<file path="src/rtl/riscv_timer_pkg.sv">
// Shared constants for the machine-timer peripheral: register offsets,
// CTRL field positions and the mtimecmp reset value.
package riscv_timer_pkg;

  localparam logic [4:0] MTIME_LO_OFF    = 5'h00;
  localparam logic [4:0] MTIME_HI_OFF    = 5'h04;
  localparam logic [4:0] MTIMECMP_LO_OFF = 5'h08;
  localparam logic [4:0] MTIMECMP_HI_OFF = 5'h0C;
  localparam logic [4:0] CTRL_OFF        = 5'h10;
  localparam logic [4:0] STATUS_OFF      = 5'h14;

  // Word indices as seen on addr[4:2]
  localparam logic [2:0] MTIME_LO_IDX    = MTIME_LO_OFF[4:2];
  localparam logic [2:0] MTIME_HI_IDX    = MTIME_HI_OFF[4:2];
  localparam logic [2:0] MTIMECMP_LO_IDX = MTIMECMP_LO_OFF[4:2];
  localparam logic [2:0] MTIMECMP_HI_IDX = MTIMECMP_HI_OFF[4:2];
  localparam logic [2:0] CTRL_IDX        = CTRL_OFF[4:2];
  localparam logic [2:0] STATUS_IDX      = STATUS_OFF[4:2];

  localparam int CTRL_EN_BIT   = 0;
  localparam int CTRL_PS_LSB   = 8;
  localparam int STATUS_CMP_BIT  = 0;
  localparam int STATUS_INTR_BIT = 1;

  localparam logic [63:0] MTIMECMP_RST = 64'hFFFF_FFFF_FFFF_FFFF;

  function automatic logic [2:0] word_idx_of(input logic [4:0] byte_addr);
    return byte_addr[4:2];
  endfunction

endpackage

</file>
<file path="src/rtl/timer_prescaler.sv">
// Tick generator: while enabled, emits one tick every (prescale+1) cycles.
// A clear restarts the count from zero.
module timer_prescaler #(
  parameter int PSW = 8
) (
  input  logic           clk_i,
  input  logic           rst_ni,
  input  logic           en,
  input  logic [PSW-1:0] prescale,
  input  logic           clr,
  output logic           tick
);

  logic [PSW-1:0] ps_cnt_reg;

  assign tick = en && (ps_cnt_reg == prescale);

  always_ff @(posedge clk_i or negedge rst_ni) begin
    if (!rst_ni) begin
      ps_cnt_reg <= '0;
    end else if (clr) begin
      ps_cnt_reg <= '0;
    end else if (en) begin
      ps_cnt_reg <= tick ? '0 : ps_cnt_reg + 1'b1;
    end
  end

endmodule

</file>
<file path="src/rtl/riscv_timer_intr.sv">
// Memory-mapped machine timer: 64-bit mtime with prescaler, 64-bit mtimecmp,
// level interrupt while enabled and mtime >= mtimecmp, single-cycle-ack bus.
module riscv_timer_intr
  import riscv_timer_pkg::*;
#(
  parameter int DW    = 32,
  parameter int ADDRW = 12,
  parameter int PSW   = 8
) (
  input  logic             clk_i,
  input  logic             rst_ni,
  input  logic             req_i,
  input  logic             we_i,
  input  logic [ADDRW-1:0] addr_i,
  input  logic [DW-1:0]    wdata_i,
  output logic [DW-1:0]    rdata_o,
  output logic             ack_o,
  output logic             t_intr
);

  logic [2:0]     word_idx;
  logic           wr;
  logic           rd;
  logic           unused_addr;

  logic [63:0]    mtime_reg;
  logic [63:0]    mtime_next;
  logic [63:0]    mtimecmp;
  logic [31:0]    hi_shadow_reg;
  logic           en_reg;
  logic [PSW-1:0] prescale_reg;
  logic           ack_reg;
  logic [DW-1:0]  rdata_reg;
  logic [DW-1:0]  read_data;
  logic           intr_reg;
  logic           cmp_hit;
  logic           tick;
  logic           ctrl_wr;

  assign word_idx    = word_idx_of(addr_i[4:0]);
  assign unused_addr = ^{addr_i[ADDRW-1:5], addr_i[1:0]};
  assign wr          = req_i && we_i;
  assign rd          = req_i && !we_i;
  assign ctrl_wr     = wr && (word_idx == CTRL_IDX);
  assign cmp_hit     = (mtime_reg >= mtimecmp);

  timer_prescaler #(
    .PSW (PSW)
  ) u_prescaler (
    .clk_i    (clk_i),
    .rst_ni   (rst_ni),
    .en       (en_reg),
    .prescale (prescale_reg),
    .clr      (ctrl_wr),
    .tick     (tick)
  );

  // A bus write to either half suppresses that cycle's increment entirely.
  always_comb begin
    mtime_next = mtime_reg;
    if (wr && (word_idx == MTIME_LO_IDX)) begin
      mtime_next[31:0] = wdata_i[31:0];
    end else if (wr && (word_idx == MTIME_HI_IDX)) begin
      mtime_next[63:32] = wdata_i[31:0];
    end else if (tick) begin
      mtime_next = mtime_reg + 64'd1;
    end
  end

  always_ff @(posedge clk_i or negedge rst_ni) begin
    if (!rst_ni) begin
      mtime_reg <= '0;
    end else begin
      mtime_reg <= mtime_next;
    end
  end

  genvar gi;
  for (gi = 0; gi < 2; gi++) begin : g_cmp_half
    logic [31:0] half_reg;

    always_ff @(posedge clk_i or negedge rst_ni) begin
      if (!rst_ni) begin
        half_reg <= MTIMECMP_RST[gi*32 +: 32];
      end else if (wr && (word_idx == 3'(MTIMECMP_LO_IDX + gi))) begin
        half_reg <= wdata_i[31:0];
      end
    end

    assign mtimecmp[gi*32 +: 32] = half_reg;
  end

  always_ff @(posedge clk_i or negedge rst_ni) begin
    if (!rst_ni) begin
      en_reg       <= 1'b0;
      prescale_reg <= '0;
    end else if (ctrl_wr) begin
      en_reg       <= wdata_i[CTRL_EN_BIT];
      prescale_reg <= wdata_i[CTRL_PS_LSB +: PSW];
    end
  end

  // Reading the low half freezes the high half so a LO-then-HI pair is coherent.
  always_ff @(posedge clk_i or negedge rst_ni) begin
    if (!rst_ni) begin
      hi_shadow_reg <= '0;
    end else if (rd && (word_idx == MTIME_LO_IDX)) begin
      hi_shadow_reg <= mtime_reg[63:32];
    end
  end

  always_comb begin
    read_data = '0;
    case (word_idx)
      MTIME_LO_IDX:    read_data[31:0] = mtime_reg[31:0];
      MTIME_HI_IDX:    read_data[31:0] = hi_shadow_reg;
      MTIMECMP_LO_IDX: read_data[31:0] = mtimecmp[31:0];
      MTIMECMP_HI_IDX: read_data[31:0] = mtimecmp[63:32];
      CTRL_IDX: begin
        read_data[CTRL_EN_BIT]          = en_reg;
        read_data[CTRL_PS_LSB +: PSW]   = prescale_reg;
      end
      STATUS_IDX: begin
        read_data[STATUS_CMP_BIT]  = cmp_hit;
        read_data[STATUS_INTR_BIT] = intr_reg;
      end
      default: read_data = '0;
    endcase
  end

  always_ff @(posedge clk_i or negedge rst_ni) begin
    if (!rst_ni) begin
      ack_reg   <= 1'b0;
      rdata_reg <= '0;
      intr_reg  <= 1'b0;
    end else begin
      ack_reg   <= req_i;
      rdata_reg <= rd ? read_data : '0;
      intr_reg  <= en_reg && cmp_hit;
    end
  end

  assign ack_o   = ack_reg;
  assign rdata_o = rdata_reg;
  assign t_intr  = intr_reg;

endmodule

</file>
<file path="config.mk">
export PLATFORM = sky130hd
export DESIGN_NAME = riscv_timer_intr
export DESIGN_NICKNAME = d
export VERILOG_FILES = /design/src/rtl/riscv_timer_pkg.sv /design/src/rtl/timer_prescaler.sv /design/src/rtl/riscv_timer_intr.sv
export SDC_FILE = /design/constraint.sdc
export NUM_CORES = 1
export LEC_CHECK = 0
export BUFFER_PORTS_ARGS = -buffer_cell sky130_fd_sc_hd__buf_2
export CORE_ASPECT_RATIO = 1.1
export CORE_MARGIN = 2
export CORE_UTILIZATION = 63
export CTS_BUF_LIST = sky130_fd_sc_hd__clkbuf_8
export CTS_CLUSTER_DIAMETER = 40
export DETAILED_ROUTE_END_ITERATION = 16
export PLACE_DENSITY = 0.83
export SYNTH_ARGS = -nofsm -noshare
export SYNTH_HDL_FRONTEND = slang
export SYNTH_SLANG_ARGS = --single-unit
</file>
<file path="constraint.sdc">
create_clock -name clk_i -period 3.5 [get_ports clk_i]
set_input_delay 0.175 -clock clk_i [delete_from_list [all_inputs] [get_ports clk_i]]
set_output_delay 0.175 -clock clk_i [all_outputs]
set_load 0.005 [all_outputs]
</file>
Word level (Yosys, flattened, before mapping)
Cells that the tools add are included.
{ "word_totals": {"reg_bits": 211, "in_bits": 48, "output_inout_bits": 34, "word_cells": 52} }
{ "op_classes": {"addsub": 2, "n_lt_le_gt_ge": 1, "n_eq_ne": 7, "n_mux": 13, "bitwise_logic": 1, "reduce_logical": 17} }
{ "op_table": {"columns": ["op", "n"], "rows": [
  ["two-way mux 32 bit", 4],
  ["adder 64 x 1 -> 64 bit (second input constant)", 1],
  [">= comparator 64 bit", 1],
  ["two-way mux 64 bit", 1],
  ["one-hot mux 16 bit (4 select lines)", 1],
  ["one-hot mux 8 bit (5 select lines)", 1],
  ["two-way mux 8 bit", 3],
  ["one-hot mux 6 bit (4 select lines)", 1],
  ["logical AND 1 bit", 10],
  ["adder 8 x 1 -> 8 bit (second input constant)", 1],
  ["equality test 8 bit", 1],
  ["equality test 3 x 2 -> 1 bit (second input constant)", 2],
  ["equality test 3 bit (second input constant)", 2],
  ["one-hot mux 1 bit (6 select lines)", 1],
  ["nonzero test 2 bit", 3],
  ["one-hot mux 1 bit (5 select lines)", 1],
  ["AND reduction 2 bit", 2],
  ["equality test 3 x 1 -> 1 bit (second input constant)", 1],
  ["zero test 3 bit", 1],
  ["inequality test 2 bit (second input constant)", 1],
  ["zero test 1 bit", 1],
  ["NOT 1 bit", 1]
]} }

Depth between registers and ports, before layout
{ "depth": {"depth_word": 5, "mapped_depth": 11, "ltp_nobuf": 9} }

Cells and area by module
A second synthesis with hierarchy kept.
{ "unflattened": {"cells_unflattened": 1217, "hier_area_um2": 11482.3} }
{ "by_module_without_submodules": {"columns": ["mod", "n_inst", "cells_per_inst", "area_each_um2", "seq_area_each_um2"], "rows": [
  ["riscv_timer_intr", 1, 1166, 10959.3, 5159.9],
  ["timer_prescaler", 1, 51, 523.0, 200.2]
]} }

Least setup slack after synthesis
OpenSTA, ideal clock, no wires.
{ "synth_timing": {"path_kind": "reg-to-reg", "from": "register g_cmp_half[1].half_reg[29]", "to": "register rdata_reg[0], in the netlist rdata_o[0]", "setup_ns": 0.132, "arrival_ns": 2.280, "required_ns": 3.368, "setup_slack_ns": 1.088, "path_stages_with_launch": 10, "path_buffers": 0, "synth_period_minus_slack_ns": 2.412, "path_cell_list": "dfstp_2 -> inv_1 -> ha_1 -> a21o_1 -> a21o_1 -> a221oi_1 -> o31ai_1 -> or4_1 -> a211oi_1 -> o31ai_1"} }
{ "synth_via": {"elab_chain_len": 3} }
{ "synth_rtl": {"columns": ["item", "line", "source"], "rows": [
  ["from (decl)", "riscv_timer_intr.sv:80", "logic [31:0] half_reg;"],
  ["from (signal assigned)", "riscv_timer_intr.sv:84", "half_reg <= MTIMECMP_RST[gi*32 +: 32];"],
  ["from (signal assigned)", "riscv_timer_intr.sv:86", "half_reg <= wdata_i[31:0];"],
  [">= comparator 64 bit", "riscv_timer_intr.sv:45", "assign cmp_hit = (mtime_reg >= mtimecmp);"],
  ["one-hot mux 1 bit (6 select lines)", "riscv_timer_intr.sv:114", "case (word_idx)"],
  ["two-way mux 32 bit", "riscv_timer_intr.sv:138", "rdata_reg <= rd ? read_data : '0;"],
  ["to (signal assigned)", "riscv_timer_intr.sv:138", null],
  ["to (decl)", "riscv_timer_intr.sv:33", "logic [DW-1:0] rdata_reg;"]
]} }
No other way between the ends.
A chain may end at the register's enable or synchronous reset.

Final worst setup path
{ "layout_timing": {"from": "register u_prescaler.ps_cnt_reg[6]", "to": "register mtime_reg[10]"} }
{ "layout_via": {"elab_chain_len": 4} }
{ "layout_rtl": {"columns": ["item", "line", "source"], "rows": [
  ["from (decl)", "timer_prescaler.sv:14", "logic [PSW-1:0] ps_cnt_reg;"],
  ["from (signal assigned)", "timer_prescaler.sv:24", "ps_cnt_reg <= tick ? '0 : ps_cnt_reg + 1'b1;"],
  ["equality test 8 bit", "timer_prescaler.sv:16", "assign tick = en && (ps_cnt_reg == prescale);"],
  ["logical AND 1 bit", "timer_prescaler.sv:16", null],
  ["nonzero test 2 bit (no source line)", null, null],
  ["AND reduction 2 bit (no source line)", null, null],
  ["to (signal assigned)", "riscv_timer_intr.sv:74", "mtime_reg <= mtime_next;"],
  ["to (decl)", "riscv_timer_intr.sv:26", "logic [63:0] mtime_reg;"]
]} }
No other way between the ends.

==> impl_metrics.toml <==
[outcome]
outcome = "finished, final reports clean"

[worst_setup_path]
max_stage_delay_ns = 0.69
path_max_fanout = 23
path_cells = "xor2_1 -> nor4_1 -> nand3_1 -> a21oi_2 -> buf_4 -> a21oi_1 -> a21oi_1"
path_buf_inv = 1
worstPathArrival_ns = 3.46
path_class = "flip-flop to flip-flop"
critical-path-top-delay-family = "simple AND/OR/NAND/NOR gates"
required_ns = 3.95
startpoint_type = "flip-flop"
crit_path_top_delay_cell = "a21oi_2"
endpoint_kind = "flip-flop"
cp_common_cell = "a21oi_1"

[synth]
dominantRegCellSynth = "dfrtp_1"
syn-num-nets = 1402
synthTopCellsByArea = "dfrtp_1, dfstp_2, ha_1"
ys_seq_area_share_pct = 45.6
synth_top_cell_by_area = "dfrtp_1"
ys_seq_elements = 211
netlist_area_um2 = 11800
netlist_top_cells_count = "dfrtp_1, a21oi_1, o21ai_0"
ys_warn_count = 0
synth_cell_types = 70
yosysTopAreaCellShare_pct = 31.3
netlist_instances = 1288
avgSynthCellArea_um2 = 9.12
synth-edff-count = 0
yosysMostFrequentCell = "dfrtp_1"
ys_async_sr_fraction_pct = 100

[global_routing]
antenna_found_initial = 0
grt_pass1_vias = 10800
grtUsageTotal_pct = 34.6
grt_pass1_wl_um = 54500
grt_max_degree = 72
overflow = 0

[floorplanning]
start_util_pct = 64.0
dieArea_um2 = 19800
die_w_um = 134
io_pins = 82
design.core.area_um2 = 18300
rows = 52
dieHeight_um = 147

[route]
antenna_left = 0
postRouteWirelength_um = 33400
drc = 0
vias = 10800
wire_per_inst_um = 20.1
viasPerCell = 6.49
firstDrtPassIters = 6
drt-initial-drc-count = 1141

[placement]
place_congestion = 0.960
port_buffers = 72
place_area_um2 = 12500
dp_hpwl_um = 23000

[power_and_ir_drop]
pwr_density_cell_nw_per_um2 = 547
leakage_nw = 5.86
peakVddDrop_mv = 0.295
finalPower_mw = 7.39

[cts]
cts_sinks = 211
cts_max_level = 2
clk_path_buf_depth = 3
root_buffer = "clkbuf_8"
numCtsBuffers = 37
clk_pin_slew_ns = 0.06
clock_latency_ns = 0.53
cts_tree = "built"

[timing]
worst_slew_pin_slew_ns = 0.811
finClkSkew_ns = 0.0171
timing.final.crit_share_pct = 85.9
slew-limit-headroom_pct = 45.5
tns_ns = 0
report.final.hold_viol_count = 0
fmax_mhz = 333
rsz0062_at_grt = "no"
slew_viol_final = 0
min_period_ns = 3.01
setup_viol = 0

[cells_and_area]
multiInputGateArea_um2 = 5820
fillers = 1322
area.growth.synth_to_final_pct = 14.9
drive_gt1_share_pct = 20.3
fin_area_um2 = 13500
register_area_um2 = 5360
nets = 1505
n_antenna_cell = 0

[worst_hold_path]
hold_path_class = "input pin to flip-flop"

[flow_run]
drv_cap = 0
[layout by cell type (no fill, tap or decap), types with 57 or more instances in the layout]
cell     instances
dfstp_2         64
inv_1           94
dfrtp_1        147
nor2_1          72
o21ai_0        140
a21oi_1        140
a22oi_1         57
buf_2           71
ha_1            66
nand2_1        133
[power breakdown]
group          switching [mW]  leakage, nW  internal (mW)
Sequential              0.435         2.43           3.01
Clock                    1.00        0.424           1.19
Combinational            1.02         3.00          0.736
Total                    2.45         5.86           4.94
[cells by family after synthesis]
| logic type | count (synthesis) | synth area share (%) |
|---|---|---|
| xor gates and xnor gates | 10 | 0.745 |
| AOI/OAI and AO/OA | 425 | 21.5 |
| DFF | 211 | 45.6 |
| buffers and inverters | 154 | 5.03 |
| and+or+nand+nor | 373 | 15.3 |
| adders and majority gates | 66 | 7.03 |
| muxes | 49 | 4.79 |
[per-stage QoR]
stage,setup WS (ns),instances,hold WS (ns),util (%)
after floorplan,1.09,1288,-0.121,-
after global placement,0.587,1561,0.184,67.9
after detailed placement,0.572,1561,0.188,67.9
after CTS,0.558,1659,0.0151,73.6
after global routing,0.406,1659,0.0365,73.6
final,0.494,1659,0.0324,73.6
[area by class of cell]
type,instances,share of cell area [%]
clock inverters,21,0.843
well taps,243,2.25
repair buffers,140,7.52
inverters,78,2.17
multi-input cells,923,43.1
clock buffers,43,4.38
flip-flops and latches,211,39.7
[worst reg2reg max path: cells and delay by family (launching register included)]
kind / cells / cell delay (ns)
buf+inv: 1 / 0.38
simple gates: 2 / 0.98
compound gates: 3 / 0.96
xor+xnor: 1 / 0.18
flops: 1 / 0.43
[routing by layer]
| layer | vias up | part of all wire [%] | track usage [%] |
|---|---|---|---|
| li1 | 4884 | - | - |
| met1 | 5205 | 39 | 44.9 |
| met2 | 549 | 48 | 56.4 |
| met3 | 127 | 7.9 | 6.04 |
| met4 | 0 | 4.6 | 16.6 |
| met5 | - | 0 | 0 |
[path summary, 6_finish.rpt]
kind	startpoint	depth (start not counted)	slack (ns)	end
min reg2reg	hi_shadow_reg[23]	2	0.50	hi_shadow_reg[23]
max in group asynchronous	rst_ni	3	2.33	g_cmp_half[1].half_reg[19]
max	u_prescaler.ps_cnt_reg[6]	7	0.49	mtime_reg[10]
min in group asynchronous	rst_ni	2	0.20	mtime_reg[0]
min	addr_i[4]	3	0.03	rdata_o[1]
max reg2reg	u_prescaler.ps_cnt_reg[6]	7	0.49	mtime_reg[10]
[timing repair]
action	CTS	global route
buffers inserted	0	0
endpoints found under the hold margin	150	0
hold buffers	34	0
gates resized for setup	0	0
Note: power is estimated with default switching activity, not from simulation.
